$ cat src/rtl/alu_arbiter.sv
// Round-robin front end that shares one alu between two requesters, one op in flight at a time.
// Define ALU_ARB_STATS_EN to add saturating per-requester grant counters (grant_cnt0/grant_cnt1).

module alu_arbiter #(
   parameter int N       = 8,
   parameter int ALU_LAT = 1
) (
   input  logic         clk,
   input  logic         rst_n,
`ifdef ALU_ARB_STATS_EN
   output logic [15:0]  grant_cnt0,
   output logic [15:0]  grant_cnt1,
`endif
   input  logic         req0_valid,
   output logic         req0_ready,
   input  logic [2:0]   req0_mode,
   input  logic [N-1:0] req0_a,
   input  logic [N-1:0] req0_b,
   input  logic         req1_valid,
   output logic         req1_ready,
   input  logic [2:0]   req1_mode,
   input  logic [N-1:0] req1_a,
   input  logic [N-1:0] req1_b,
   output logic         resp0_valid,
   input  logic         resp0_ready,
   output logic         resp1_valid,
   input  logic         resp1_ready,
   output logic [N-1:0] resp_out,
   output logic         resp_zero,
   output logic         resp_carry,
   output logic         alu_enable,
   output logic [2:0]   alu_mode,
   output logic [N-1:0] alu_a,
   output logic [N-1:0] alu_b,
   input  logic [N-1:0] alu_out,
   input  logic         alu_zero,
   input  logic         alu_carry
);

   typedef enum logic [1:0] {S_IDLE, S_EXEC, S_WAIT, S_RESP} state_t;

   localparam int                WCNT_W    = (ALU_LAT > 1) ? $clog2(ALU_LAT) : 1;
   localparam logic [WCNT_W-1:0] WCNT_INIT = WCNT_W'(ALU_LAT - 1);

   state_t            state_q, state_d;
   logic              owner_q, owner_d;
   logic              last_grant_q, last_grant_d;
   logic [2:0]        mode_q, mode_d;
   logic [N-1:0]      a_q, a_d;
   logic [N-1:0]      b_q, b_d;
   logic [WCNT_W-1:0] wcnt_q, wcnt_d;
   logic [N-1:0]      out_q, out_d;
   logic              zero_q, zero_d;
   logic              carry_q, carry_d;

   logic              grant;
   logic              grant_vld;
   logic              accept;
   logic              resp_take;
   logic [2:0]        gnt_mode;
   logic [N-1:0]      gnt_a;
   logic [N-1:0]      gnt_b;

   // On a tie the requester that did not win last time gets the alu.
   always_comb begin
      grant     = 1'b0;
      grant_vld = 1'b0;
      if (req0_valid && req1_valid) begin
         grant     = ~last_grant_q;
         grant_vld = 1'b1;
      end else if (req0_valid) begin
         grant     = 1'b0;
         grant_vld = 1'b1;
      end else if (req1_valid) begin
         grant     = 1'b1;
         grant_vld = 1'b1;
      end
   end

   always_comb begin
      gnt_mode = grant ? req1_mode : req0_mode;
      gnt_a    = grant ? req1_a    : req0_a;
      gnt_b    = grant ? req1_b    : req0_b;
   end

   assign accept    = (state_q == S_IDLE) && grant_vld;
   assign resp_take = owner_q ? resp1_ready : resp0_ready;

   // Next-state process.
   always_comb begin
      state_d = state_q;
      case (state_q)
         S_IDLE:  if (accept)       state_d = S_EXEC;
         S_EXEC:                    state_d = S_WAIT;
         S_WAIT:  if (wcnt_q == '0) state_d = S_RESP;
         S_RESP:  if (resp_take)    state_d = S_IDLE;
         default:                   state_d = S_IDLE;
      endcase
   end

   // NOTE: every *_d starts as its *_q so no branch leaves a value unassigned and infers a latch.
   always_comb begin
      owner_d      = owner_q;
      last_grant_d = last_grant_q;
      mode_d       = mode_q;
      a_d          = a_q;
      b_d          = b_q;
      wcnt_d       = wcnt_q;
      out_d        = out_q;
      zero_d       = zero_q;
      carry_d      = carry_q;
      case (state_q)
         S_IDLE: begin
            if (accept) begin
               owner_d      = grant;
               last_grant_d = grant;
               mode_d       = gnt_mode;
               a_d          = gnt_a;
               b_d          = gnt_b;
            end
         end
         S_EXEC: wcnt_d = WCNT_INIT;
         S_WAIT: begin
            if (wcnt_q == '0) begin
               out_d   = alu_out;
               zero_d  = alu_zero;
               carry_d = alu_carry;
            end else begin
               wcnt_d = wcnt_q - WCNT_W'(1);
            end
         end
         default: ;
      endcase
   end

   // NOTE: the operand and result flops are reset along with the control state, because every
   // output they drive must read 0 while rst_n is low.
   always_ff @(posedge clk or negedge rst_n) begin
      if (!rst_n) begin
         state_q      <= S_IDLE;
         owner_q      <= 1'b0;
         last_grant_q <= 1'b1;
         mode_q       <= '0;
         a_q          <= '0;
         b_q          <= '0;
         wcnt_q       <= '0;
         out_q        <= '0;
         zero_q       <= 1'b0;
         carry_q      <= 1'b0;
      end else begin
         state_q      <= state_d;
         owner_q      <= owner_d;
         last_grant_q <= last_grant_d;
         mode_q       <= mode_d;
         a_q          <= a_d;
         b_q          <= b_d;
         wcnt_q       <= wcnt_d;
         out_q        <= out_d;
         zero_q       <= zero_d;
         carry_q      <= carry_d;
      end
   end

   // Output process. The ready terms are gated by rst_n so they stay low during reset even if
   // a requester keeps valid asserted.
   always_comb begin
      req0_ready  = rst_n && accept && !grant;
      req1_ready  = rst_n && accept &&  grant;
      resp0_valid = (state_q == S_RESP) && !owner_q;
      resp1_valid = (state_q == S_RESP) &&  owner_q;
      resp_out    = out_q;
      resp_zero   = zero_q;
      resp_carry  = carry_q;
      alu_enable  = (state_q == S_EXEC);
      alu_mode    = mode_q;
      alu_a       = a_q;
      alu_b       = b_q;
   end

`ifdef ALU_ARB_STATS_EN
   logic [15:0] grant_cnt0_q, grant_cnt0_d;
   logic [15:0] grant_cnt1_q, grant_cnt1_d;

   always_comb begin
      grant_cnt0_d = grant_cnt0_q;
      grant_cnt1_d = grant_cnt1_q;
      if (accept && !grant && (grant_cnt0_q != 16'hFFFF)) grant_cnt0_d = grant_cnt0_q + 16'd1;
      if (accept &&  grant && (grant_cnt1_q != 16'hFFFF)) grant_cnt1_d = grant_cnt1_q + 16'd1;
   end

   always_ff @(posedge clk or negedge rst_n) begin
      if (!rst_n) begin
         grant_cnt0_q <= '0;
         grant_cnt1_q <= '0;
      end else begin
         grant_cnt0_q <= grant_cnt0_d;
         grant_cnt1_q <= grant_cnt1_d;
      end
   end

   assign grant_cnt0 = grant_cnt0_q;
   assign grant_cnt1 = grant_cnt1_q;
`endif

endmodule
$ cat config.mk
export PLATFORM = sky130hd
export DESIGN_NAME = alu_arbiter
export DESIGN_NICKNAME = d
export VERILOG_FILES = /design/src/rtl/alu_arbiter.sv
export SDC_FILE = /design/constraint.sdc
export NUM_CORES = 1
export LEC_CHECK = 0
export ABC_AREA = 1
export CELL_PAD_IN_SITES_DETAIL_PLACEMENT = 0
export CELL_PAD_IN_SITES_GLOBAL_PLACEMENT = 1
export CORE_ASPECT_RATIO = 1.75
export CORE_MARGIN = 4
export CORE_UTILIZATION = 27
export CTS_CLUSTER_SIZE = 40
export DETAILED_ROUTE_END_ITERATION = 10
export GPL_ROUTABILITY_DRIVEN = 0
export GPL_TIMING_DRIVEN = 0
export HOLD_SLACK_MARGIN = 0.03
export PLACE_DENSITY_LB_ADDON = 0.1
export RECOVER_POWER = 50
export SETUP_SLACK_MARGIN = 0.2
export SLEW_MARGIN = 40
export SYNTH_ARGS = -nofsm -noshare
export SYNTH_HDL_FRONTEND = slang
export SYNTH_SLANG_ARGS = --single-unit
export TNS_END_PERCENT = 1
$ cat constraint.sdc
create_clock -name clk -period 1.8 [get_ports clk]
set_clock_uncertainty 0.05 [all_clocks]
set_input_delay 0.27 -clock clk [delete_from_list [all_inputs] [get_ports clk]]
set_output_delay 0.27 -clock clk [all_outputs]
set_load 0.03 [all_outputs]
==> results of run 1 <==
==> power breakdown <==
part / switching (mW) / total, mW / internal, mW
Clock: 0.258 / 0.561 / 0.303
Sequential: 0.203 / 1.33 / 1.13
Combinational: 1.60 / 2.70 / 1.10
Total: 2.06 / 4.59 / 2.53
==> worst max path at each step <==
stage               slack (ns)         start  cells past startpoint           to
CTS                       0.03  last_grant_q                      6   req0_ready
global route             0.003  last_grant_q                      6   req0_ready
finish                    0.09    state_q[1]                      4  resp1_valid
floorplan                 0.25  last_grant_q                      5   req0_ready
global placement         -1.60         rst_n                      4   req0_ready
detailed placement       -0.58    req1_valid                      7   req1_ready
==> metrics by stage <==
stage	power, mW	area [um2]	utilization (%)	hold WS [ns]
floorplan	2.94	1750	-	-0.0756
global placement	4.04	2720	43.7	0.403
detailed placement	4.07	2750	44.1	0.153
CTS	4.71	2880	46.2	0.424
global route	4.96	2850	45.7	0.447
finish	4.59	2850	45.7	0.419
==> synthesized netlist by cell type (all sizes together) <==
master  instances
buf            10
clkbuf          1
clkinv          1
dfrtp          32
dfstp           1
ha              5
inv            27
nand2         101
nand3          22
nand3b         19
nor2            3
nor3            1
o21ai           2
or2             1
==> worst max-delay path: stages (launching register included) <==
cell and delay [ns]:
dfrtp_1 0.40, ha_1 0.21, nand2_1 0.06, inv_1 0.04, dlygate4sd2_1 0.40
==> state kept, by name, summed over array words and instances, names as in the netlist <==
| signal | count |
|---|---|
| state_q | 2 |
| alu_b | 8 |
| resp_carry | 1 |
| alu_a | 8 |
| last_grant_q | 1 |
| resp_out | 8 |
| alu_mode | 3 |
| owner_q | 1 |
| resp_zero | 1 |
==> metal layers <==
| metal | GRT usage, % | part of all wire [%] | vias up |
|---|---|---|---|
| li1 | - | - | 885 |
| met2 | 23.7 | 52 | 62 |
| met4 | 4.69 | 1.5 | 0 |
| met1 | 14.9 | 38 | 778 |
| met5 | 0 | 0 | - |
| met3 | 3.93 | 8.6 | 5 |
==> area by class of cell <==
type / instances / area (um2) / share of cell area, %
inverter: 28 / 105 / 3.69
sequential: 33 / 827 / 29.0
multi-input combinational: 154 / 756 / 26.5
timing repair buffer: 92 / 890 / 31.2
clock buffer: 7 / 86.3 / 3.03
tap: 80 / 100 / 3.51
buffer: 11 / 83.8 / 2.94
==> cells by family (layout without fill, tap and decap cells) <==
logic type,count (synthesis),in the layout
AOI/OAI and AO/OA,2,2
buffers and inverters,39,138
adders and majority gates,5,5
DFF,33,33
and+or+nand+nor,147,147
==> timing repair <==
| item | CTS | global route |
|---|---|---|
| hold endpoints to repair | 10 | 0 |
| endpoints found under the setup margin | 34 | 34 |
| pin swaps | 1 | 0 |
| buffers inserted | 2 | 0 |
| gates cloned | 0 | 0 |
| hold buffers | 2 | 0 |
| gates resized for setup | 24 | 3 |
==> reports/metrics.cfg, run 1 <==
[cts]
cts_tree = yes
clock_sinks = 33
htree_levels = 2
cts.clk_slew.worst_paths_ns = 0.07
cts_inserted_buffers = 5
cts_max_path_buffers = 2
insertion_delay_ns = 0.28
root_buffer = clkbuf_8

[worst_hold_path]
hold_depth = 2
worstHoldEndpoint = resp_out[4]
hp-start = resp_out[4]
worstHoldPathType = reg2reg

[timing]
max_freq_mhz = 586
hold_violations = 0
rsz0062_at_grt = yes
final_max_slew_viol_count = 0
final-setup-viol-count = 0
setup_tns_ns = 0
slew_headroom_pct = 62.7
min_period_ns = 1.71
worst_slew_pin_slew_ns = 0.559
worst_slack_ns = 0.0943
finalCritPeriodShare_pct = 94.8

[layout]
areaGrowthSynthToFinish_pct = 63.0
fin_nets = 384
final_common_cell = nand2_1
filler_cell_count = 654
diodes = 0
layout_common_cells = nand2_1 (98), clkdlybuf4s50_1 (79), dfrtp_1 (32), inv_1 (25), nand3_1 (22)
drive_gt1_share_pct = 8.92
fin_cells = 405

[logic_synthesis]
synth_top_area_share_pct = 45.8
yosysSeqAreaShare_pct = 47.3
syn_area_mm2 = 0.00175
synth_cells = 226
synth.area.top_cells = dfrtp_1 (46%), nand2_1 (22%), nand3b_1 (8.2%)
synthAdderAreaFrac_pct = 3.58
ys.warnings.count = 0
synth_area_leader_cell = dfrtp_1
synth-compound-area-share_pct = 0.788
synth_xor_area_share_pct = 0
synthSimpleGateAreaFrac_pct = 37.5
synth.distinct_cells = 19
ys_ff_latch = 33
muxShareOfSynthArea_pct = 0
synth_top_family_by_area = simple AND/OR/NAND/NOR gates
synth_nets = 285
avgSynthCellArea_um2 = 7.73

[floorplanning]
fp.dieW_um = 68.8
rows = 38
die_h_um = 114
coreArea_mm2 = 0.00623
start_util_pct = 28.0
dieArea_mm2 = 0.00787
io_pins = 88

[place]
dp.cells = 394
port_buffers = 87
dp_worst_setup_slack_ns = -0.580
dp_hpwl_um = 3900

[drt]
ant_nets = 0
drt-total-wl_um = 5130
first_pass_iters = 4
wl_per_cell_um = 12.7
drt_iter0_drc = 62
drc = 0
vias_per_cell = 4.27
vias = 1730

[setup_path]
regToRegStartpoint = state_q[0]
crit_fanout = 4
r2r_slack_ns = 0.19
critPathCaptureType = primary output
critPathArrivalTime_ns = 1.39
r2r_end = alu_a[0]
r2r_cells = 7
crit_type = reg2out
start_kind = register
cp.required_ns = 1.48

[global_routing]
grt_antenna_before_repair = 0
grt_usage_pct = 13.5
grt_max_degree = 23
grt_overflow = 0
grt_pass1_vias = 1659
grt_pass1_wl_um = 7940

[flow_run]
max-cap-violations = 0

[status]
status = finished, final reports clean

[pwr]
ir_worst_vdd_mv = 0.677
leakagePower_nw = 1.43
powerDensity_mw_per_mm2 = 1610

Power figures use the tool's default switching activity.
==> run 2, diff against run 1 <==
==> constraint.sdc (replaced) <==
create_clock -name clk -period 1.7 [get_ports clk]
set_clock_uncertainty 0.05 [all_clocks]
set_input_delay 0.255 -clock clk [delete_from_list [all_inputs] [get_ports clk]]
set_output_delay 0.255 -clock clk [all_outputs]
set_load 0.03 [all_outputs]
==> run 2 against run 1 <==
First-iteration DRC count is 4.8% lower. Combinational power barely moved. Wire length stayed put. Setup slack got worse by 0.082 ns. Die area unchanged. Critical path type unchanged. Final area shrank 0.66%. Sequential share of layout area is 0.19 points higher.
==> reports/metrics.cfg, run 2 (synthesis gave the netlist of run 1 again) <==
[pwr]
ir_worst_vdd_mv = 0.634  ; was 0.677 mV
leakagePower_nw = 1.50  ; was 1.43 nW
powerDensity_mw_per_mm2 = 1650  ; was 1610 mW/mm2
finalPower_mw = 4.67  ; was 4.59 mW

[timing]
min_period_ns = 1.69
finalCritPeriodShare_pct = 99.3
final-setup-viol-count = 0  ; unchanged
worst_slew_pin_slew_ns = 0.563  ; was 0.559 ns
final_max_slew_viol_count = 0  ; unchanged
rsz0062_at_grt = yes  ; unchanged
worst_slack_ns = 0.0120  ; was 0.0943 ns
hold_violations = 0  ; unchanged
max_freq_mhz = 592
slew_headroom_pct = 62.5  ; was 62.7%
fin_hold_ws_ns = 0.416  ; was 0.419 ns
setup_tns_ns = 0  ; unchanged

[setup_path]
critPathCaptureType = primary output  ; unchanged
crit_type = reg2out  ; unchanged
critPathArrivalTime_ns = 1.38  ; was 1.39 ns
start_kind = register  ; unchanged
cp.required_ns = 1.39  ; was 1.48 ns
crit_fanout = 4  ; unchanged

[place]
port_buffers = 87  ; unchanged
placed_cell_area_mm2 = 0.00275  ; unchanged
dp.cells = 394  ; unchanged
dp_worst_setup_slack_ns = -0.650  ; was -0.580 ns
dp_hpwl_um = 3900  ; unchanged

[cts]
cts.clk_slew.worst_paths_ns = 0.07  ; about the same
cts_tree = yes  ; unchanged
htree_levels = 2  ; unchanged
cts_max_path_buffers = 2  ; unchanged
root_buffer = clkbuf_8  ; unchanged
clock_sinks = 33  ; unchanged
cts_inserted_buffers = 5  ; unchanged
insertion_delay_ns = 0.28  ; about the same

[layout]
fin_area_mm2 = 0.00283  ; was 0.00285 mm2
diodes = 0  ; unchanged
filler_cell_count = 658  ; was 654
fin_cells = 406  ; was 405
areaGrowthSynthToFinish_pct = 62.0  ; was 63.0%
final_core_util_pct = 45.4  ; was 45.7%
drive_gt1_share_pct = 12.0  ; was 8.92%
fin_nets = 385  ; was 384
layout_common_cells = nand2_1 (98), clkdlybuf4s50_1 (51), dfrtp_1 (32), dlygate4sd2_1 (30), inv_1 (23)  ; was nand2_1 (98), clkdlybuf4s50_1 (79), dfrtp_1 (32), inv_1 (25), nand3_1 (22)
final_common_cell = nand2_1  ; unchanged

[global_routing]
grt_pass1_vias = 1648  ; was 1659
grt_usage_pct = 13.5  ; about the same
grt_max_degree = 23  ; unchanged
grt_pass1_wl_um = 7920  ; was 7940 um
grt_antenna_before_repair = 0  ; unchanged
grt_overflow = 0  ; unchanged

[drt]
drc = 0  ; unchanged
drt-total-wl_um = 5130  ; unchanged
drt_iter0_drc = 59  ; was 62
ant_nets = 0  ; unchanged
first_pass_iters = 4  ; unchanged
vias_per_cell = 4.23  ; was 4.27
wl_per_cell_um = 12.6  ; was 12.7 um
vias = 1716  ; was 1730

[status]
status = finished, final reports clean  ; unchanged

[floorplanning]
coreArea_mm2 = 0.00623  ; unchanged
start_util_pct = 28.0  ; unchanged
rows = 38  ; unchanged
io_pins = 88  ; unchanged
die_h_um = 114  ; unchanged
fp.dieW_um = 68.8  ; unchanged
dieArea_mm2 = 0.00787  ; unchanged

[flow_run]
max-cap-violations = 0  ; unchanged

[worst_hold_path]
worstHoldPathType = reg2reg  ; unchanged

[run 2: cell count changes in the layout (fill, tap and decap cells not counted), sizes merged]
cell,previous run,this run
clkdlybuf4s50,79,51
dlygate4sd2,4,30
buf,11,17
clkbuf,14,11
[run 2: final cells by class]
type	count	area, um2	share of cell area [%]
multi-input combinational	154	758	26.8
timing repair buffer	93	865	30.6
buffer	11	87.6	3.10
clock buffer	7	86.3	3.05
sequential	33	827	29.2
inverter	28	105	3.72
tap	80	100	3.54
[run 2: timing repair]
action,CTS,global route
buffers inserted,2,1
resized for setup,69,3
hold endpoints to repair,10,0
hold buffers,2,0
endpoints found under the setup margin,34,8
pin swaps,0,0
[run 2: layer usage]
layer / vias up / global-route usage, % / share of wire [%]
li1: 888 / - / -
met2: 67 / 23.6 / 51
met4: 0 / 4.69 / 1.5
met3: 6 / 3.83 / 8.3
met1: 755 / 15.0 / 39
met5: - / 0 / 0
[run 2: path summary, 6_finish.rpt]
| kind | start | end | slack [ns] | depth (start not counted) |
|---|---|---|---|---|
| max | state_q[0] | req0_ready | 0.01 | 5 |
| min | resp_out[5] | resp_out[5] | 0.42 | 2 |
| max reg2reg | state_q[0] | last_grant_q | 0.24 | 6 |
| min reg2reg | resp_out[5] | resp_out[5] | 0.42 | 2 |
| max in group asynchronous | rst_n | alu_a[7] | 0.49 | 3 |
| min in group asynchronous | rst_n | state_q[0] | 0.49 | 2 |
[run 2: power breakdown]
| group | total (mW) | internal (mW) | switching (mW) |
|---|---|---|---|
| Clock | 0.600 | 0.321 | 0.279 |
| Sequential | 1.39 | 1.19 | 0.197 |
| Combinational | 2.67 | 0.967 | 1.71 |
[run 2: critical path, stage by stage, from the launching register on]
cell     delay, ns
dfrtp_1       0.41
inv_2         0.10
ha_4          0.16
o21ai_2       0.08
nor3_2        0.16
buf_4         0.19
==> run 3, diff against run 2 <==
--- a/config.mk
+++ b/config.mk
@@ -10,7 +10,7 @@
 export CELL_PAD_IN_SITES_GLOBAL_PLACEMENT = 1
 export CORE_ASPECT_RATIO = 1.75
 export CORE_MARGIN = 4
-export CORE_UTILIZATION = 27
+export CORE_UTILIZATION = 30
 export CTS_CLUSTER_SIZE = 40
 export DETAILED_ROUTE_END_ITERATION = 10
 export GPL_ROUTABILITY_DRIVEN = 0
==> constraint.sdc (replaced) <==
create_clock -name clk -period 2 [get_ports clk]
set_clock_uncertainty 0.05 [all_clocks]
set_input_delay 0.3 -clock clk [delete_from_list [all_inputs] [get_ports clk]]
set_output_delay 0.3 -clock clk [all_outputs]
set_load 0.03 [all_outputs]
==> run 3 against run 2 <==
Critical path type unchanged. Highest routed layer unchanged. Cell count fell by 1.2%. Sequential share of layout area fell by 0.58 points. Power fell by 6.4%. Largest power group unchanged. Flip-flop and latch count did not move. Die area fell by 9.1%. Combinational power fell by 9.7%.
==> reports/metrics.cfg, run 3 (synthesis gave the netlist of run 1 again) <==
[setup_path]
cp_slowest_stage_delay_ns = 0.42  ; was 0.41 ns
crit_fanout = 4  ; unchanged
crit_type = reg2out  ; unchanged
cpMaxStageDelayCell = dfrtp_1  ; unchanged
start_kind = register  ; unchanged
critPathArrivalTime_ns = 1.45  ; was 1.38 ns
crit_chain = inv_1, ha_4, o21ai_2, nor3_2, buf_4  ; was inv_2, ha_4, o21ai_2, nor3_2, buf_4
cp.required_ns = 1.65  ; was 1.39 ns
critPathCaptureType = primary output  ; unchanged

[layout]
final_common_cell = nand2_1  ; unchanged
filler_cell_count = 572  ; was 658
fin_area_mm2 = 0.00289  ; was 0.00283 mm2
final_core_util_pct = 51.3  ; was 45.4%
fin_nets = 383  ; was 385
drive_gt1_share_pct = 8.92  ; was 12.0%
layout_common_cells = nand2_1 (98), clkdlybuf4s50_1 (79), dfrtp_1 (32), inv_1 (25), nand3_1 (22)  ; was nand2_1 (98), clkdlybuf4s50_1 (51), dfrtp_1 (32), dlygate4sd2_1 (30), inv_1 (23)
fin_cells = 401  ; was 406
diodes = 0  ; unchanged
areaGrowthSynthToFinish_pct = 65.3  ; was 62.0%

[timing]
rsz0062_at_grt = yes  ; unchanged
finalCritPeriodShare_pct = 89.8
min_period_ns = 1.80
final_max_slew_viol_count = 0  ; unchanged
max_freq_mhz = 557
worst_slew_pin_slew_ns = 0.928  ; was 0.563 ns
final-setup-viol-count = 0  ; unchanged
hold_violations = 0  ; unchanged
slew_headroom_pct = 38.1  ; was 62.5%
setup_tns_ns = 0  ; unchanged

[pwr]
powerDensity_mw_per_mm2 = 1510  ; was 1650 mW/mm2
ir_worst_vdd_mv = 0.721  ; was 0.634 mV
finalPower_mw = 4.36  ; was 4.67 mW
leakagePower_nw = 1.45  ; was 1.50 nW

[drt]
vias = 1673  ; was 1716
drt_iter0_drc = 85  ; was 59
ant_nets = 0  ; unchanged
wl_per_cell_um = 12.2  ; was 12.6 um
drc = 0  ; unchanged
vias_per_cell = 4.17  ; was 4.23
drt-total-wl_um = 4890  ; was 5130 um
first_pass_iters = 4  ; unchanged

[global_routing]
grt_antenna_before_repair = 0  ; unchanged
grt_overflow = 0  ; unchanged
grt_usage_pct = 14.7  ; was 13.5%
grt_max_degree = 17  ; was 23
grt_pass1_vias = 1670  ; was 1648
grt_pass1_wl_um = 8020  ; was 7920 um

[status]
status = finished, final reports clean  ; unchanged

[cts]
root_buffer = clkbuf_8  ; unchanged
cts_tree = yes  ; unchanged
htree_levels = 2  ; unchanged
clock_sinks = 33  ; unchanged
cts_inserted_buffers = 5  ; unchanged
cts_max_path_buffers = 2  ; unchanged
insertion_delay_ns = 0.28  ; about the same
cts.clk_slew.worst_paths_ns = 0.08  ; was 0.07 ns

[flow_run]
max-cap-violations = 0  ; unchanged

[floorplanning]
fp.dieW_um = 65.7  ; was 68.8 um
dieArea_mm2 = 0.00716  ; was 0.00787 mm2
rows = 36  ; was 38
io_pins = 88  ; unchanged
die_h_um = 109  ; was 114 um
coreArea_mm2 = 0.00563  ; was 0.00623 mm2
start_util_pct = 31.0  ; was 28.0%

[worst_hold_path]
worstHoldPathType = in2async  ; was reg2reg

[place]
dp_hpwl_um = 3650  ; was 3900 um
port_buffers = 87  ; unchanged
placed_cell_area_mm2 = 0.00274  ; was 0.00275 mm2
dp.cells = 390  ; was 394

[run 3: cell types whose count changed in the layout (fill, tap and decap cells not counted), moves of 2 or more]
cell and change:
dlygate4sd2_1 -26, buf_2 -4, clkdlybuf4s50_1 +28, inv_2 -3
buf_4 -2, dlygate4sd3_1 -2, clkbuf_1 +5, inv_1 +2
buf_6 -2, bufinv_16 +2
[run 3: final timing paths]
path / cells past startpoint / from / slack, ns / end
setup / recovery: 5 / state_q[0] / 0.20 / req0_ready
hold / removal: 2 / rst_n / 0.21 / resp_out[2]
setup reg to reg: 7 / state_q[0] / 0.38 / alu_b[5]
hold reg to reg: 2 / resp_out[2] / 0.42 / resp_out[2]
max in group asynchronous: 3 / rst_n / 0.73 / alu_b[6]
min in group clk: 2 / resp_out[2] / 0.42 / resp_out[2]
[run 3: cell type report]
| cell class | count | area (um2) | area share (%) |
|---|---|---|---|
| clock buffer | 5 | 68.8 | 2.38 |
| buffer | 11 | 87.6 | 3.03 |
| clock inverter | 3 | 65.1 | 2.25 |
| tap | 76 | 95.1 | 3.29 |
| multi-input combinational | 154 | 761 | 26.4 |
| sequential | 33 | 827 | 28.7 |
| inverter | 28 | 108 | 3.73 |
| timing repair buffer | 91 | 875 | 30.3 |
[run 3: through the flow]
stage                     hold WS [ns]  setup WS, ns
after floorplan                -0.0456         0.418
after global placement           0.402         -1.49
after detailed placement         0.222        -0.466
after CTS                       0.0551        0.0873
after global routing             0.290         0.103
final                            0.207         0.204
[run 3: per-layer routing]
layer	global-route usage [%]	vias to the layer above	share of wire (%)
li1	-	883	-
met1	16.9	733	40
met2	25.7	51	53
met3	3.71	6	6.1
met4	5.34	0	1.4
met5	0	-	0
[run 3: repair_timing]
action                                 CTS  global route
resized for setup                       24             7
setup endpoints to repair                5             4
hold buffers                             2             0
buffers inserted                         0             1
endpoints found under the hold margin   16             0
[run 3: power by group]
part           internal (mW)  total, mW  switching, mW
Sequential              1.02       1.20          0.189
Combinational          0.983       2.41           1.43
Clock                  0.495      0.749          0.254
Total                   2.49       4.36           1.87
[run 3: critical path: cells and delay by family (launching register included)]
kind,cells,cell delay (ns)
flip-flops,1,0.42
AND/OR/NAND/NOR,1,0.15
AO/OA/AOI/OAI,1,0.08
buffers and inverters,2,0.33
adder cells (fa/ha/maj),1,0.18
